## src/rtl/if_id_skid_reg_if.sv

```systemverilog
// IF/ID handshake bundle: upstream fetch fields with valid/ready, downstream
// registered fields with valid/ready.
interface if_id_skid_reg_if #(
    parameter int XLEN = 32
);
    logic            in_valid;
    logic            in_ready;
    logic [XLEN-1:0] PC;
    logic [XLEN-1:0] PC_incremented_by_4;
    logic [XLEN-1:0] Instruction;

    logic            out_valid;
    logic            out_ready;
    logic [XLEN-1:0] PC_reg_out;
    logic [XLEN-1:0] PC_incremented_by_4_reg_out;
    logic [XLEN-1:0] Instruction_reg_out;

    // master: the environment driving IF and consuming in ID
    modport master (
        output in_valid, PC, PC_incremented_by_4, Instruction, out_ready,
        input  in_ready, out_valid, PC_reg_out, PC_incremented_by_4_reg_out,
               Instruction_reg_out
    );

    // slave: the pipeline register itself
    modport slave (
        input  in_valid, PC, PC_incremented_by_4, Instruction, out_ready,
        output in_ready, out_valid, PC_reg_out, PC_incremented_by_4_reg_out,
               Instruction_reg_out
    );
endinterface

```

## src/rtl/if_id_skid_reg.sv

```systemverilog
// IF/ID pipeline register with a one-entry skid buffer and branch flush.
// Optional stall/flush performance counters are enabled with IF_ID_PERF_CNT_EN.
//
// state   | meaning
// --------+------------------------------------------
// S_EMPTY | main invalid, outputs show NOP / zero PCs
// S_FULL  | main valid, skid empty
// S_SKID  | main and skid both valid, in_ready low
module if_id_skid_reg #(
    parameter int              XLEN      = 32,
    parameter logic [XLEN-1:0] NOP_INSTR = 32'h00000013,
    parameter int              CNT_W     = 16
) (
    input  logic             CLK,
    input  logic             RESET,
    input  logic             FLUSH,
    if_id_skid_reg_if.slave  bus
`ifdef IF_ID_PERF_CNT_EN
    ,
    output logic [CNT_W-1:0] stall_cycles,
    output logic [CNT_W-1:0] flush_count
`endif
);

    localparam logic [1:0] S_EMPTY = 2'd0;
    localparam logic [1:0] S_FULL  = 2'd1;
    localparam logic [1:0] S_SKID  = 2'd2;

    localparam logic [1:0] SEL_HOLD  = 2'd0;
    localparam logic [1:0] SEL_IN    = 2'd1;
    localparam logic [1:0] SEL_SKID  = 2'd2;
    localparam logic [1:0] SEL_CLEAR = 2'd3;

    logic [1:0]      r_state;
    logic [XLEN-1:0] r_main_pc;
    logic [XLEN-1:0] r_main_pc4;
    logic [XLEN-1:0] r_main_instr;
    logic [XLEN-1:0] r_skid_pc;
    logic [XLEN-1:0] r_skid_pc4;
    logic [XLEN-1:0] r_skid_instr;

    logic [1:0] w_state_nxt;
    logic [1:0] w_main_sel;
    logic       w_skid_load;
    logic       w_in_ready;
    logic       w_out_valid;
    logic       w_accept;
    logic       w_take;

    // in_ready comes from registered state only, so out_ready never reaches it
    assign w_in_ready  = (r_state != S_SKID);
    assign w_out_valid = (r_state != S_EMPTY);
    assign w_accept    = bus.in_valid & w_in_ready;
    assign w_take      = w_out_valid & bus.out_ready;

    always_comb begin
        w_state_nxt = r_state;
        w_main_sel  = SEL_HOLD;
        w_skid_load = 1'b0;
        if (FLUSH) begin
            w_state_nxt = S_EMPTY;
            w_main_sel  = SEL_CLEAR;
        end else begin
            case (r_state)
                S_EMPTY: begin
                    if (w_accept) begin
                        w_state_nxt = S_FULL;
                        w_main_sel  = SEL_IN;
                    end
                end
                S_FULL: begin
                    if (w_take && w_accept) begin
                        w_main_sel = SEL_IN;
                    end else if (w_take) begin
                        w_state_nxt = S_EMPTY;
                        w_main_sel  = SEL_CLEAR;
                    end else if (w_accept) begin
                        w_state_nxt = S_SKID;
                        w_skid_load = 1'b1;
                    end
                end
                S_SKID: begin
                    if (w_take) begin
                        w_state_nxt = S_FULL;
                        w_main_sel  = SEL_SKID;
                    end
                end
                default: begin
                    w_state_nxt = S_EMPTY;
                    w_main_sel  = SEL_CLEAR;
                end
            endcase
        end
    end

    always_ff @(posedge CLK) begin
        if (RESET) begin
            r_state      <= S_EMPTY;
            r_main_pc    <= '0;
            r_main_pc4   <= '0;
            r_main_instr <= NOP_INSTR;
        end else begin
            r_state <= w_state_nxt;
            case (w_main_sel)
                SEL_IN: begin
                    r_main_pc    <= bus.PC;
                    r_main_pc4   <= bus.PC_incremented_by_4;
                    r_main_instr <= bus.Instruction;
                end
                SEL_SKID: begin
                    r_main_pc    <= r_skid_pc;
                    r_main_pc4   <= r_skid_pc4;
                    r_main_instr <= r_skid_instr;
                end
                SEL_CLEAR: begin
                    r_main_pc    <= '0;
                    r_main_pc4   <= '0;
                    r_main_instr <= NOP_INSTR;
                end
                default: begin
                    r_main_pc    <= r_main_pc;
                    r_main_pc4   <= r_main_pc4;
                    r_main_instr <= r_main_instr;
                end
            endcase
        end
    end

    // skid contents are only meaningful in S_SKID, so no reset or clear needed
    always_ff @(posedge CLK) begin
        if (w_skid_load) begin
            r_skid_pc    <= bus.PC;
            r_skid_pc4   <= bus.PC_incremented_by_4;
            r_skid_instr <= bus.Instruction;
        end
    end

    assign bus.in_ready                    = w_in_ready;
    assign bus.out_valid                   = w_out_valid;
    assign bus.PC_reg_out                  = r_main_pc;
    assign bus.PC_incremented_by_4_reg_out = r_main_pc4;
    assign bus.Instruction_reg_out         = r_main_instr;

`ifdef IF_ID_PERF_CNT_EN
    localparam logic [CNT_W-1:0] CNT_ONE = {{(CNT_W-1){1'b0}}, 1'b1};

    logic [CNT_W-1:0] r_stall_cnt;
    logic [CNT_W-1:0] r_flush_cnt;

    always_ff @(posedge CLK) begin
        if (RESET) begin
            r_stall_cnt <= '0;
            r_flush_cnt <= '0;
        end else begin
            if (w_out_valid && !bus.out_ready && !(&r_stall_cnt)) begin
                r_stall_cnt <= r_stall_cnt + CNT_ONE;
            end
            if (FLUSH && !(&r_flush_cnt)) begin
                r_flush_cnt <= r_flush_cnt + CNT_ONE;
            end
        end
    end

    assign stall_cycles = r_stall_cnt;
    assign flush_count  = r_flush_cnt;
`else
    logic w_unused_cnt_w;
    assign w_unused_cnt_w = (CNT_W > 0);
`endif

endmodule

```

## src/flat_wrapper.sv

```systemverilog
// flat-port wrapper written by rule: the top's interface ports become plain ports
module if_id_skid_reg_flat 
#(
    parameter int              XLEN      = 32,
    parameter logic [XLEN-1:0] NOP_INSTR = 32'h00000013,
    parameter int              CNT_W     = 16
)
  (CLK, RESET, FLUSH, bus_in_valid, bus_PC, bus_PC_incremented_by_4, bus_Instruction, bus_out_ready, bus_in_ready, bus_out_valid, bus_PC_reg_out, bus_PC_incremented_by_4_reg_out, bus_Instruction_reg_out);
  if_id_skid_reg_if #(.XLEN(XLEN)) bus_i ();
  input  logic CLK;
  input  logic RESET;
  input  logic FLUSH;
  input wire logic [$bits(bus_i.in_valid)-1:0] bus_in_valid;
  input wire logic [$bits(bus_i.PC)-1:0] bus_PC;
  input wire logic [$bits(bus_i.PC_incremented_by_4)-1:0] bus_PC_incremented_by_4;
  input wire logic [$bits(bus_i.Instruction)-1:0] bus_Instruction;
  input wire logic [$bits(bus_i.out_ready)-1:0] bus_out_ready;
  output wire logic [$bits(bus_i.in_ready)-1:0] bus_in_ready;
  output wire logic [$bits(bus_i.out_valid)-1:0] bus_out_valid;
  output wire logic [$bits(bus_i.PC_reg_out)-1:0] bus_PC_reg_out;
  output wire logic [$bits(bus_i.PC_incremented_by_4_reg_out)-1:0] bus_PC_incremented_by_4_reg_out;
  output wire logic [$bits(bus_i.Instruction_reg_out)-1:0] bus_Instruction_reg_out;
  assign bus_i.in_valid = bus_in_valid;
  assign bus_i.PC = bus_PC;
  assign bus_i.PC_incremented_by_4 = bus_PC_incremented_by_4;
  assign bus_i.Instruction = bus_Instruction;
  assign bus_i.out_ready = bus_out_ready;
  assign bus_in_ready = bus_i.in_ready;
  assign bus_out_valid = bus_i.out_valid;
  assign bus_PC_reg_out = bus_i.PC_reg_out;
  assign bus_PC_incremented_by_4_reg_out = bus_i.PC_incremented_by_4_reg_out;
  assign bus_Instruction_reg_out = bus_i.Instruction_reg_out;
  if_id_skid_reg #(.XLEN(XLEN), .NOP_INSTR(NOP_INSTR), .CNT_W(CNT_W)) u_core (.CLK(CLK), .RESET(RESET), .FLUSH(FLUSH), .bus(bus_i));
endmodule
```

## config.mk

```make
export PLATFORM = sky130hd
export DESIGN_NAME = if_id_skid_reg_flat
export DESIGN_NICKNAME = d
export VERILOG_FILES = /design/src/rtl/if_id_skid_reg_if.sv /design/src/rtl/if_id_skid_reg.sv /design/src/flat_wrapper.sv
export SDC_FILE = /design/constraint.sdc
export NUM_CORES = 1
export LEC_CHECK = 0
export CORE_UTILIZATION = 39
export DETAILED_ROUTE_END_ITERATION = 12
export GPL_TIMING_DRIVEN = 0
export HOLD_SLACK_MARGIN = 0.05
export PLACE_DENSITY = 0.68
export SETUP_SLACK_MARGIN = 0.1
export SLEW_MARGIN = 20
export SYNTH_ARGS = -nofsm -noshare
export SYNTH_HDL_FRONTEND = slang
export SYNTH_SLANG_ARGS = --single-unit
```

## constraint.sdc

```tcl
create_clock -name CLK -period 11.1 [get_ports CLK]
set_clock_uncertainty 0.15 [all_clocks]
set_input_delay 1.11 -clock CLK [delete_from_list [all_inputs] [get_ports CLK]]
set_output_delay 1.11 -clock CLK [all_outputs]
set_load 0.01 [all_outputs]
```

# Yosys cells after proc, flatten, opt, wreduce, memory -nomap -nowiden
# Cells that the tools add are included.
# word_totals
regBits,194
inputBits,101
out_inout_bits,98
elab_cells,45
# classes
n_bitwise,2
n_mux,20
reduce_logical,6
n_eq_ne,10
# ops
cell,n
32-bit one-hot mux with 3 select lines,3
2-bit two-way mux,9
2-bit one-hot mux with 3 select lines,2
2-bit == test (second input constant),3
1-bit two-way mux,6
2-bit by 1-bit == test with 1-bit output (second input constant),2
2-bit by 1-bit inequality test with 1-bit output (second input constant),2
2-bit inequality test (second input constant),2
4-bit AND reduction,1
3-bit by 1-bit inequality test with 1-bit output (second input constant),1
3-bit nonzero test,1
1-bit bitwise AND,2
2-bit zero test,1
2-bit nonzero test,1
2-bit OR reduction,1
1-bit logical AND,1

# Logic depth before layout (Yosys ltp)
# depth
ltp_word,8
mapped_depth,7
mapped_depth_nobuf,4

# Worst setup path after synthesis
# No wires, ideal clock.
# synth_timing
path_type,in2reg
from,in bus_in_valid
to,"reg u_core.r_skid_instr[0], enable pin"
stages,4
setup_time_ns,0.553
setup_slack_ns,5.032
arrival_time_ns,5.365
n_path_buf,0
required_time_ns,10.397
cell_sequence,nand2b_1 inv_1 nand2_1 nor2_1
# synth_between
elab_chain_len,6
elab_cells_between_ends,7
cone_classes,5 x mux; 1 x bitwise; 1 x reduce/logical
# synth_rtl
item,line_no,rtl
start: declaration,flat_wrapper.sv:13,input wire logic [$bits(bus_i.in_valid)-1:0] bus_in_valid;
1-bit bitwise AND (*),if_id_skid_reg.sv:53,assign w_accept = bus.in_valid & w_in_ready;
1-bit two-way mux,if_id_skid_reg.sv:77,end else if (w_accept) begin
1-bit two-way mux,if_id_skid_reg.sv:74,end else if (w_take) begin
1-bit two-way mux (*),if_id_skid_reg.sv:72,if (w_take && w_accept) begin
1-bit two-way mux (*),if_id_skid_reg.sv:64,case (r_state)
1-bit two-way mux (*),if_id_skid_reg.sv:60,if (FLUSH) begin
net u_core.w_skid_load,if_id_skid_reg.sv:44,logic w_skid_load;
end signal: assignment,if_id_skid_reg.sv:134,r_skid_instr <= bus.Instruction;
end: declaration,if_id_skid_reg.sv:40,logic [XLEN-1:0] r_skid_instr;
# The timed path passes the listed nets; every way through them passes the cells marked *.
# A chain may end at the register's enable or synchronous reset.

# Worst setup path after layout
# layout_timing
from,in bus_in_valid
to,"reg u_core.r_skid_pc[11], enable pin"
# layout_between
elab_chain_len,6
elab_cells_between_ends,7
cone_classes,5 x mux; 1 x bitwise; 1 x reduce/logical
# layout_rtl
item,line_no,rtl
1-bit bitwise AND (*),if_id_skid_reg.sv:53,
1-bit two-way mux,if_id_skid_reg.sv:77,
1-bit two-way mux,if_id_skid_reg.sv:74,
1-bit two-way mux (*),if_id_skid_reg.sv:72,
1-bit two-way mux (*),if_id_skid_reg.sv:64,
1-bit two-way mux (*),if_id_skid_reg.sv:60,
net u_core.w_skid_load,if_id_skid_reg.sv:44,
end signal: assignment,if_id_skid_reg.sv:132,r_skid_pc <= bus.PC;
end: declaration,if_id_skid_reg.sv:38,logic [XLEN-1:0] r_skid_pc;
# Marks and branches as above.

==> flow_metrics.py <==
metrics = {
    "clock_tree": {
        "path_clk_slew_ns": 0.07,
        "cts_buffer_depth": 2,
        "post_cts_resized": 0,
        "cts_made_buffers": 17,
        "cts_setup_buffers": 0,
        "cts_tree": "yes",
        "htreeDepth": 4,
        "cts_sinks": 194,
        "insertion_delay_ns": 0.43,
        "cts.root.buffer_cell": "clkbuf_16",
        "holdBufCountCts": 0,
    },
    "final_layout": {
        "seq_area_um2": 4840,
        "final_cells": 905,
        "layout.nets": 773,
        "num-fill-cells": 1313,
        "area_growth_pct": 45.9,
        "multi_input_area_um2": 1180,
        "n_antenna_cell": 0,
        "final_layout_size_suffix_gt1_frac": 0.0847,
        "final_cell_area_um2": 9560,
    },
    "setup_path": {
        "endpoint_kind": "flip-flop",
        "arrival_ns": 3.14,
        "required_ns": 11.09,
        "reg2reg_from": "u_core.r_state[0]",
        "rrSetupSlack_ns": 8.73,
        "reg2regPathDepth": 6,
        "worstReg2RegEnd": "u_core.r_skid_pc[11]",
        "startpoint": "bus_in_valid",
        "crit_type": "in -> reg",
        "crit_fanout": 22,
        "start_kind": "primary input",
    },
    "routing": {
        "wire_per_inst_um": 18.2,
        "firstDrtPassIters": 6,
        "num_vias": 4729,
        "drc_errors": 0,
        "wirelength_mm": 16.5,
        "ant_nets": 0,
        "drt_iter0_markers": 506,
        "via_per_inst": 5.23,
    },
    "logic_synthesis": {
        "synth_common_cells": "98 x dfxtp_1, 96 x edfxtp_1, 94 x inv_1",
        "synth_top_area_share": 0.440,
        "synth_edf_count": 96,
        "ys.flop_type": "dfxtp_1",
        "ys_seq_area_frac": 0.739,
        "yosys.area.top_type": "edfxtp_1",
        "syn_area_um2": 6550,
        "ys.warnings.count": 0,
        "ys_seq_elements": 194,
        "yosysMostFrequentCell": "dfxtp_1",
        "synth_fp_nets": 552,
        "ys_async_sr_fraction": 0,
        "syn_area_per_cell_um2": 14.5,
        "synthCells": 451,
        "synth_area_leaders": "edfxtp_1 44%, dfxtp_1 30%, a222oi_1 14%",
        "synth_cell_types": 28,
    },
    "pwr": {
        "cellPowerDensity_nw_per_um2": 161,
        "p_leak_nw": 4.01,
        "peakVddDrop_mv": 0.143,
        "power_w": 0.00154,
    },
    "sta": {
        "max_freq_mhz": 317,
        "max_slew_margin": 0.504,
        "fin_crit_sh": 0.284,
        "period_needed_ns": 3.15,
        "worst_slack_ns": 7.95,
        "worst_pin_slew_ns": 0.738,
        "tns_ns": 0,
        "hold_viol": 0,
        "rsz0062_at_grt": "no",
        "drv_slew": 0,
        "setup_viol": 0,
    },
    "hold_path": {
        "hold_depth": 2,
        "hp-class": "reg -> reg",
        "hp-start": "u_core.bus.Instruction_reg_out[0]",
        "whs_endpoint": "u_core.bus.Instruction_reg_out[0]",
    },
    "global_routing": {
        "grt_pass1_wl_mm": 25.5,
        "antenna_found_initial": 0,
        "grt_pass1_vias": 4695,
        "overflow": 0,
        "grtUsageTotal": 0.190,
        "grt_max_degree": 24,
    },
    "placement": {
        "placed_cells": 873,
        "hpwl_mm": 11.1,
        "placed_cell_area_um2": 8930,
        "dp_worst_setup_slack_ns": 7.50,
        "port-buffer-count": 198,
        "gp_congestion": 0.742,
    },
    "die": {
        "die_w_um": 132,
        "num_io_pins": 199,
        "start_util": 0.398,
        "core-area_um2": 16500,
        "die_y_um": 132,
        "row_count": 47,
        "dieArea_um2": 17300,
    },
    "flow_run": {
        "drv_cap": 0,
    },
    "status": {
        "status": "finished, final reports clean",
    },
}
==> metrics by stage <==
step	util	hold WS [ns]
2_1_floorplan	-	0.274
6_report	0.581	0.303
3_3_place_gp	0.535	0.288
4_1_cts	0.581	0.305
5_1_grt	0.581	0.312
3_5_place_dp	0.542	0.295
==> flip-flops by register name, indices dropped and copies added, names as in the netlist <==
| signal | count |
|---|---|
| u_core.r_skid_instr | 32 |
| u_core.r_skid_pc4 | 32 |
| u_core.r_state | 2 |
| u_core.bus.PC_reg_out | 32 |
| u_core.r_skid_pc | 32 |
| u_core.bus.Instruction_reg_out | 32 |
| u_core.bus.PC_incremented_by_4_reg_out | 32 |
==> worst max-delay path, stage by stage <==
cell and delay (ns):
clkdlybuf4s50_1 0.56, nand2b_1 0.20, inv_1 0.12, nand2_1 0.09
nor2_4 0.58, buf_12 0.28, buf_16 0.19
==> worst max path at each step <==
stage	endpoint	slack (ns)	cells past startpoint
finish	u_core.r_skid_pc[11]	7.95	7
global route	u_core.bus.PC_reg_out[8]	7.77	7
CTS	u_core.bus.PC_incremented_by_4_reg_out[13]	7.94	7
detailed placement	u_core.r_skid_pc[7]	7.50	6
global placement	u_core.r_skid_pc[21]	2.25	4
floorplan	u_core.r_skid_instr[0]	5.03	4
==> layout by cell type, fill, tap and decap left out, types with 5 or more instances in the layout <==
master           Yosys  routed
clkdlybuf4s50_1      0     198
dfxtp_1             98      98
edfxtp_1            96      96
inv_1               94      94
a222oi_1            89      89
clkbuf_16            0      17
clkbuf_1            11      12
buf_2                9       9
buf_6                9       9
nand2_1              7       7
nor2_1               6       5
mux2i_1              5       5
a21oi_1              5       5
==> report_power, final <==
part           switching [W]  internal, W
Combinational      0.0000454    0.0000651
Sequential        0.00000740     0.000766
Clock               0.000275     0.000382
==> metal layers <==
| layer | up-vias | track usage | wire length, µm |
|---|---|---|---|
| met5 | - | 0 | 0 |
| met2 | 205 | 0.309 | 7920 |
| met3 | 19 | 0.0598 | 1240 |
| li1 | 2186 | - | - |
| met4 | 0 | 0.0652 | 281 |
| met1 | 2319 | 0.238 | 7010 |
==> cells by family after synthesis <==
group                  Yosys count  synth area share
flip-flops                     194             0.739
buffers and inverters          124            0.0836
multiplexers                     5           0.00764
AND/OR/NAND/NOR                 22            0.0181
AO/OA/AOI/OAI                  106             0.151
==> cell type report <==
cell class,instances,share of cell area
clock inverter,14,0.0212
clock buffer,18,0.0449
tap,220,0.0288
timing repair buffer,202,0.218
sequential,194,0.507
inverter,94,0.0369
buffer,30,0.0204
multi-input combinational,133,0.123
Note: power is estimated with default switching activity, not from simulation.
